$ cat config.mk
export PLATFORM = sky130hd
export DESIGN_NAME = shift_sequencer
export DESIGN_NICKNAME = d
export VERILOG_FILES = /design/src/rtl/shift_sequencer_pkg.sv /design/src/rtl/shift_sequencer_tick.sv /design/src/rtl/shift_sequencer.sv
export SDC_FILE = /design/constraint.sdc
export NUM_CORES = 1
export LEC_CHECK = 0
export BUFFER_PORTS_ARGS = -buffer_cell sky130_fd_sc_hd__buf_2
export CAP_MARGIN = 0
export CORE_UTILIZATION = 50
export CTS_CLUSTER_DIAMETER = 40
export DETAILED_ROUTE_END_ITERATION = 8
export GPL_TIMING_DRIVEN = 1
export MAX_ROUTING_LAYER = met4
export PLACE_DENSITY_LB_ADDON = 0.12
export RECOVER_POWER = 25
export SYNTH_ARGS = -nofsm -noshare
export SYNTH_HDL_FRONTEND = slang
export SYNTH_SLANG_ARGS = --single-unit
$ cat constraint.sdc
create_clock -name clk -period 2.7 [get_ports clk]
set_input_delay 0.135 -clock clk [delete_from_list [all_inputs] [get_ports clk]]
set_output_delay 0.135 -clock clk [all_outputs]
set_load 0.05 [all_outputs]
$ cat src/rtl/shift_sequencer_pkg.sv
// Shared definitions for the shift sequencer: state encoding, shift limit
// and the shift-count clamp helper.
package shift_sequencer_pkg;

  typedef enum logic [1:0] {
    ST_IDLE  = 2'd0,
    ST_LOAD  = 2'd1,
    ST_SHIFT = 2'd2,
    ST_DONE  = 2'd3
  } state_t;

  localparam int unsigned MAX_SHIFT = 8;
  localparam int unsigned CNT_W     = 4;

  // A byte can only be shifted 8 times meaningfully; larger requests saturate.
  function automatic logic [CNT_W-1:0] clamp_count(input logic [CNT_W-1:0] cnt);
    if (cnt > CNT_W'(MAX_SHIFT)) begin
      return CNT_W'(MAX_SHIFT);
    end
    return cnt;
  endfunction

endpackage

$ cat src/rtl/shift_sequencer_tick.sv
// Rate divider: counts 0..TICK_DIV-1 while enabled and emits a one-cycle
// tick at the last count. Held at zero while clear is asserted.
module tick_gen #(
  parameter int TICK_DIV = 1,
  parameter int DIV_W    = 8
) (
  input  logic clk,
  input  logic reset_n,
  input  logic clear,
  output logic tick
);

  localparam logic [DIV_W-1:0] LAST = DIV_W'(TICK_DIV - 1);

  logic [DIV_W-1:0] count_q;
  logic [DIV_W-1:0] count_d;

  assign tick = ~clear && (count_q == LAST);

  // Next count: clear forces zero, the tick cycle wraps, otherwise advance.
  always_comb begin
    count_d = count_q;
    if (clear || tick) begin
      count_d = '0;
    end else begin
      count_d = count_q + 1'b1;
    end
  end

  // Divider register with synchronous active-low reset.
  always_ff @(posedge clk) begin
    if (!reset_n) begin
      count_q <= '0;
    end else begin
      count_q <= count_d;
    end
  end

endmodule

$ cat src/rtl/shift_sequencer.sv
// Command sequencer for the 8-bit load/shift-right register: one load, then
// N paced shift strobes, then a done pulse. Outputs are registered decodes of
// the current state, so every control line is glitch-free toward the shifter
// and lags the internal state by one cycle.
module shift_sequencer
  import shift_sequencer_pkg::*;
#(
  parameter int TICK_DIV = 1,
  parameter int DIV_W    = 8
) (
  input  logic       clk,
  input  logic       reset_n,
  input  logic       start,
  input  logic [7:0] data_in,
  input  logic [3:0] shift_count,
  input  logic       arith,
  input  logic       abort,
  output logic       ready,
  output logic       done,
  output logic       load_n,
  output logic [7:0] load_v,
  output logic       shiftR,
  output logic       ASR
);

  state_t           state_q, state_d;
  logic [7:0]       data_q, data_d;
  logic [CNT_W-1:0] remaining_q, remaining_d;
  logic             arith_q, arith_d;

  logic             ready_q, ready_d;
  logic             done_q, done_d;
  logic             load_n_q, load_n_d;
  logic [7:0]       load_v_q, load_v_d;
  logic             shift_r_q, shift_r_d;
  logic             asr_q, asr_d;

  logic             tick;

  // Divider only runs inside SHIFT; it restarts from zero on every entry.
  tick_gen #(
    .TICK_DIV (TICK_DIV),
    .DIV_W    (DIV_W)
  ) u_tick (
    .clk     (clk),
    .reset_n (reset_n),
    .clear   (state_q != ST_SHIFT),
    .tick    (tick)
  );

  // State, captured command and output registers.
  always_ff @(posedge clk) begin
    if (!reset_n) begin
      state_q     <= ST_IDLE;
      data_q      <= '0;
      remaining_q <= '0;
      arith_q     <= 1'b0;
      ready_q     <= 1'b1;
      done_q      <= 1'b0;
      load_n_q    <= 1'b1;
      load_v_q    <= '0;
      shift_r_q   <= 1'b0;
      asr_q       <= 1'b0;
    end else begin
      state_q     <= state_d;
      data_q      <= data_d;
      remaining_q <= remaining_d;
      arith_q     <= arith_d;
      ready_q     <= ready_d;
      done_q      <= done_d;
      load_n_q    <= load_n_d;
      load_v_q    <= load_v_d;
      shift_r_q   <= shift_r_d;
      asr_q       <= asr_d;
    end
  end

  // Next-state logic. Start is gated by the visible ready so a request
  // during the done pulse is dropped even though the state is already IDLE.
  always_comb begin
    state_d     = state_q;
    data_d      = data_q;
    remaining_d = remaining_q;
    arith_d     = arith_q;
    unique case (state_q)
      ST_IDLE: begin
        if (start && ready_q) begin
          data_d      = data_in;
          remaining_d = clamp_count(shift_count);
          arith_d     = arith;
          state_d     = ST_LOAD;
        end
      end
      ST_LOAD: begin
        if (abort || (remaining_q == '0)) begin
          state_d = ST_DONE;
        end else begin
          state_d = ST_SHIFT;
        end
      end
      ST_SHIFT: begin
        if (tick) begin
          remaining_d = remaining_q - 1'b1;
        end
        // A strobe coinciding with abort still counts; nothing follows it.
        if (abort || (tick && (remaining_q == CNT_W'(1)))) begin
          state_d = ST_DONE;
        end
      end
      ST_DONE: begin
        state_d = ST_IDLE;
      end
      default: begin
        state_d = ST_IDLE;
      end
    endcase
  end

  // Output decode of the current state; load and shift are mutually exclusive
  // because they come from different states.
  always_comb begin
    ready_d   = (state_q == ST_IDLE);
    done_d    = (state_q == ST_DONE);
    load_n_d  = (state_q != ST_LOAD);
    load_v_d  = (state_q == ST_LOAD) ? data_q : 8'h00;
    shift_r_d = (state_q == ST_SHIFT) && tick;
    asr_d     = (state_q == ST_SHIFT) && arith_q;
  end

  assign ready  = ready_q;
  assign done   = done_q;
  assign load_n = load_n_q;
  assign load_v = load_v_q;
  assign shiftR = shift_r_q;
  assign ASR    = asr_q;

endmodule
==> results.md <==
- Period utilisation layout: 0.731
- Final setup viols: 0
- CP peak stage delay: a little over 400 ps
- Hold path startpoint: data_in[0]
- Crit Path Class: reg -> reg
- Switching share of power: 0.353
- RSZ-0062 raised after global routing: no
- Sequential Power Share: 0.413
- Share of cells above drive strength 1: 0.169
- Io pins: 30
- Max frequency: roughly 0.51 GHz
- Ys Warns: 0
- Chip width: 57.7 µm
- Slowest CP cell: and3_1
- Worst Setup SP: state_q[0]$_SDFFE_PN0P_
- PostCTS Resize Cnt: 0
- Status: complete, but fails checks
- Final core occ: 0.621
- Core Rows: 19
- Worst reg2reg startpoint: state_q[0]$_SDFFE_PN0P_
- Area leader, netlist: dfxtp_1
- Worst Setup End Kind: register
- Number of flops mapped to enable cells by yosys: 0
- Min-Delay Path Class: in -> reg
- P_int: between 1000 and 1500 µW
- PD cells: around 910 mW/mm²
- Final setup TNS: 0 ps
- Fraction of registers with async set/reset: 0
- Syn-to-layout area delta: 14.3%
- Combinational share of power: 0.323
- Post-synth cell types: 39
- Count leader, synth: dfxtp_1
- Port Buffer Count: 29
- First-pass GRT wire length: ~4.8 mm
- Endpoints failing hold: 0
- CP Max Fanout: 10
- Iter 0 DRT Violations: 39
- Leakage power total: 0.000773 µW
- Worst IR Drop VDD: between 0.0006 and 0.0007 V
- Clock share of power: 0.263
- Post-DRT Antenna Nets: 0
- Share of the synthesized area in the top cell type: 0.465
- Post-synth top flop: dfxtp_1
- Mapped Avg Cell Area: between 9 and 10 µm²
- Initial antenna violation count: 0
- Worst slew pin tran: 595 ps
- Total number of vias: 1222
- Latest clock arrival within the worst-skew pair: between 300 and 400 ps
- Violated checks: design-rule violations
- Clk sinks: 36
- Setup Skew: 2.43 ps
- Max-slew violation count: 0
- Layout fillers: 255
- Vias per inst: between 5 and 6
- Post-Syn Instances: 164
- CP required: 2940 ps
- Gr usage total: 0.199
- Initial Util: 0.543
- Clk buf depth: 2
- Vias in the first global route: about 1100
- Die height: 57.7 µm
- Sw Pwr: 572 µW
- Antenna cell count: 0
- Seq cells post-synth: 36
- Number of setup buffers added after CTS: 0
- Synthesized Nets: 189
- Commonest cells post-synth: dfxtp_1 (36), nand2_1 (27), and3_1 (12)
- GPL Wtd Cong: 0.864
- Die area: 0.00332 mm²
- Clock-pin slew on the worst setup and hold paths: around 110 ps
- Max cap viols: 0
- Total gr overflow: 0
- Post-CTS Hold Buffers: 0
- Cts bufs inserted: 5
- Dpl hpwl: 2.04 mm
- Drt first pass iters: 6
- Startpoint Class: register
- H-Tree Depth: 2
- WL final: 2.86 mm
- DRC Markers: 3
- Tmin final: 1970 ps
- WP data arrival: 2220 ps
- Slew HR: 0.605
- CTS tree: done
- Largest cells by area after synthesis: dfxtp_1 (47%), nand2_1 (6.5%), ha_1 (6.5%), and3_1 (4.8%), a21boi_0 (4.4%)
- Pin count of the biggest net entering global routing: 33
- Wirelength per Cell: 12.7 µm
- Area of the mapped netlist: roughly 0.0015 mm²
- Core area: 0.00285 mm²
- Fin nets: 219
- Critical path, cell by cell: inv_1 > ha_1 > and3_1 > a21oi_2 > or2_0 > o311a_1
- Post-synthesis sequential area ratio: 0.465
- Clk root buf: clkbuf_4
## layout by cell type (no fill, tap or decap), types with 2 or more instances in the layout
cell type,n
a21boi_0,9
and3_1,12
buf_2,19
clkbuf_1,10
clkbuf_4,5
clkbuf_8,2
dfxtp_1,36
ha_1,8
inv_1,8
nand2_1,27
nand2b_1,2
nand3_1,9
nor2_1,10
nor4b_1,2
o21ai_0,4
o31a_1,2
xor2_1,5
## per-stage QoR
| step | std cells | area (µm²) | setup WS, ps | hold WS, ps | total power [µW] |
|---|---|---|---|---|---|
| 4_1_cts | 226 | 1780 | 724 | 24.7 | 1630 |
| 3_5_place_dp | 218 | 1690 | 732 | 397 | 1210 |
| 6_report | 226 | 1770 | 725 | 30.6 | 1620 |
| 5_1_grt | 226 | 1770 | 598 | 16.7 | 1720 |
| 2_1_floorplan | 164 | 1550 | 944 | 280 | 1110 |
| 3_3_place_gp | 218 | 1690 | 829 | 390 | 1190 |
## power by group through the flow
stage               logic, µW  registers, µW  clock network, µW
finish                    524            670                427
global route              588            679                454
CTS                       526            669                431
detailed placement        525            681                  0
global placement          511            674                  0
floorplan                 379            735                  0
## state kept, by name, indices dropped and copies added (netlist names)
name and cells:
load_v 8, ready 1, u_tick.count_q 8, state_q 2, ASR 1, done 1
shiftR 1, arith_q 1, data_q 8, load_n 1, remaining_q 4
## area by class of cell
| class | count | area [µm²] | share of cell area |
|---|---|---|---|
| Inverter | 8 | 30.0 | 0.0170 |
| Timing Repair Buffer | 29 | 133 | 0.0749 |
| Clock buffer | 7 | 65.1 | 0.0367 |
| Multi-Input combinational cell | 114 | 753 | 0.425 |
| Clock inverter | 1 | 30.0 | 0.0170 |
| Tap cell | 31 | 38.8 | 0.0219 |
| Sequential cell | 36 | 721 | 0.407 |
## per-layer routing
| layer | wire, µm | part of all wire | track usage | vias to the layer above |
|---|---|---|---|---|
| met3 | 169 | 0.059 | 0.0759 | 4 |
| met1 | 1350 | 0.47 | 0.252 | 563 |
| met2 | 1320 | 0.46 | 0.287 | 32 |
| met4 | 25 | 0.0087 | 0.0816 | 0 |
| met5 | 0 | 0 | - | - |
| li1 | - | - | - | 623 |
## path summary, 6_finish.rpt
check / to / slack (ps) / cells past startpoint
max: remaining_q[1]$_SDFFE_PN0P_ / 730 / 6
min: data_q[0]$_SDFFE_PN0P_ / 30 / 3
max reg2reg: remaining_q[1]$_SDFFE_PN0P_ / 730 / 6
min reg2reg: data_q[6]$_SDFFE_PN0P_ / 460 / 2
## kinds of logic after synthesis
logic type	after synthesis	share of synthesized area
and+or+nand+nor	70	0.236
xor gates and xnor gates	6	0.0339
AOI/OAI and AO/OA	28	0.138
buffers and inverters	14	0.0485
DFF	36	0.465
muxes	2	0.0137
adders and majority gates	8	0.0646
## worst max-delay path, delay by kind of cell, from the launching register on
| kind | cells | cell delay (ps) |
|---|---|---|
| AOI/OAI and AO/OA | 2 | 490 |
| adders and majority gates | 1 | 250 |
| buffers and inverters | 1 | 100 |
| DFF | 1 | 350 |
| and+or+nand+nor | 2 | 690 |
Power figures use the tool's default switching activity.
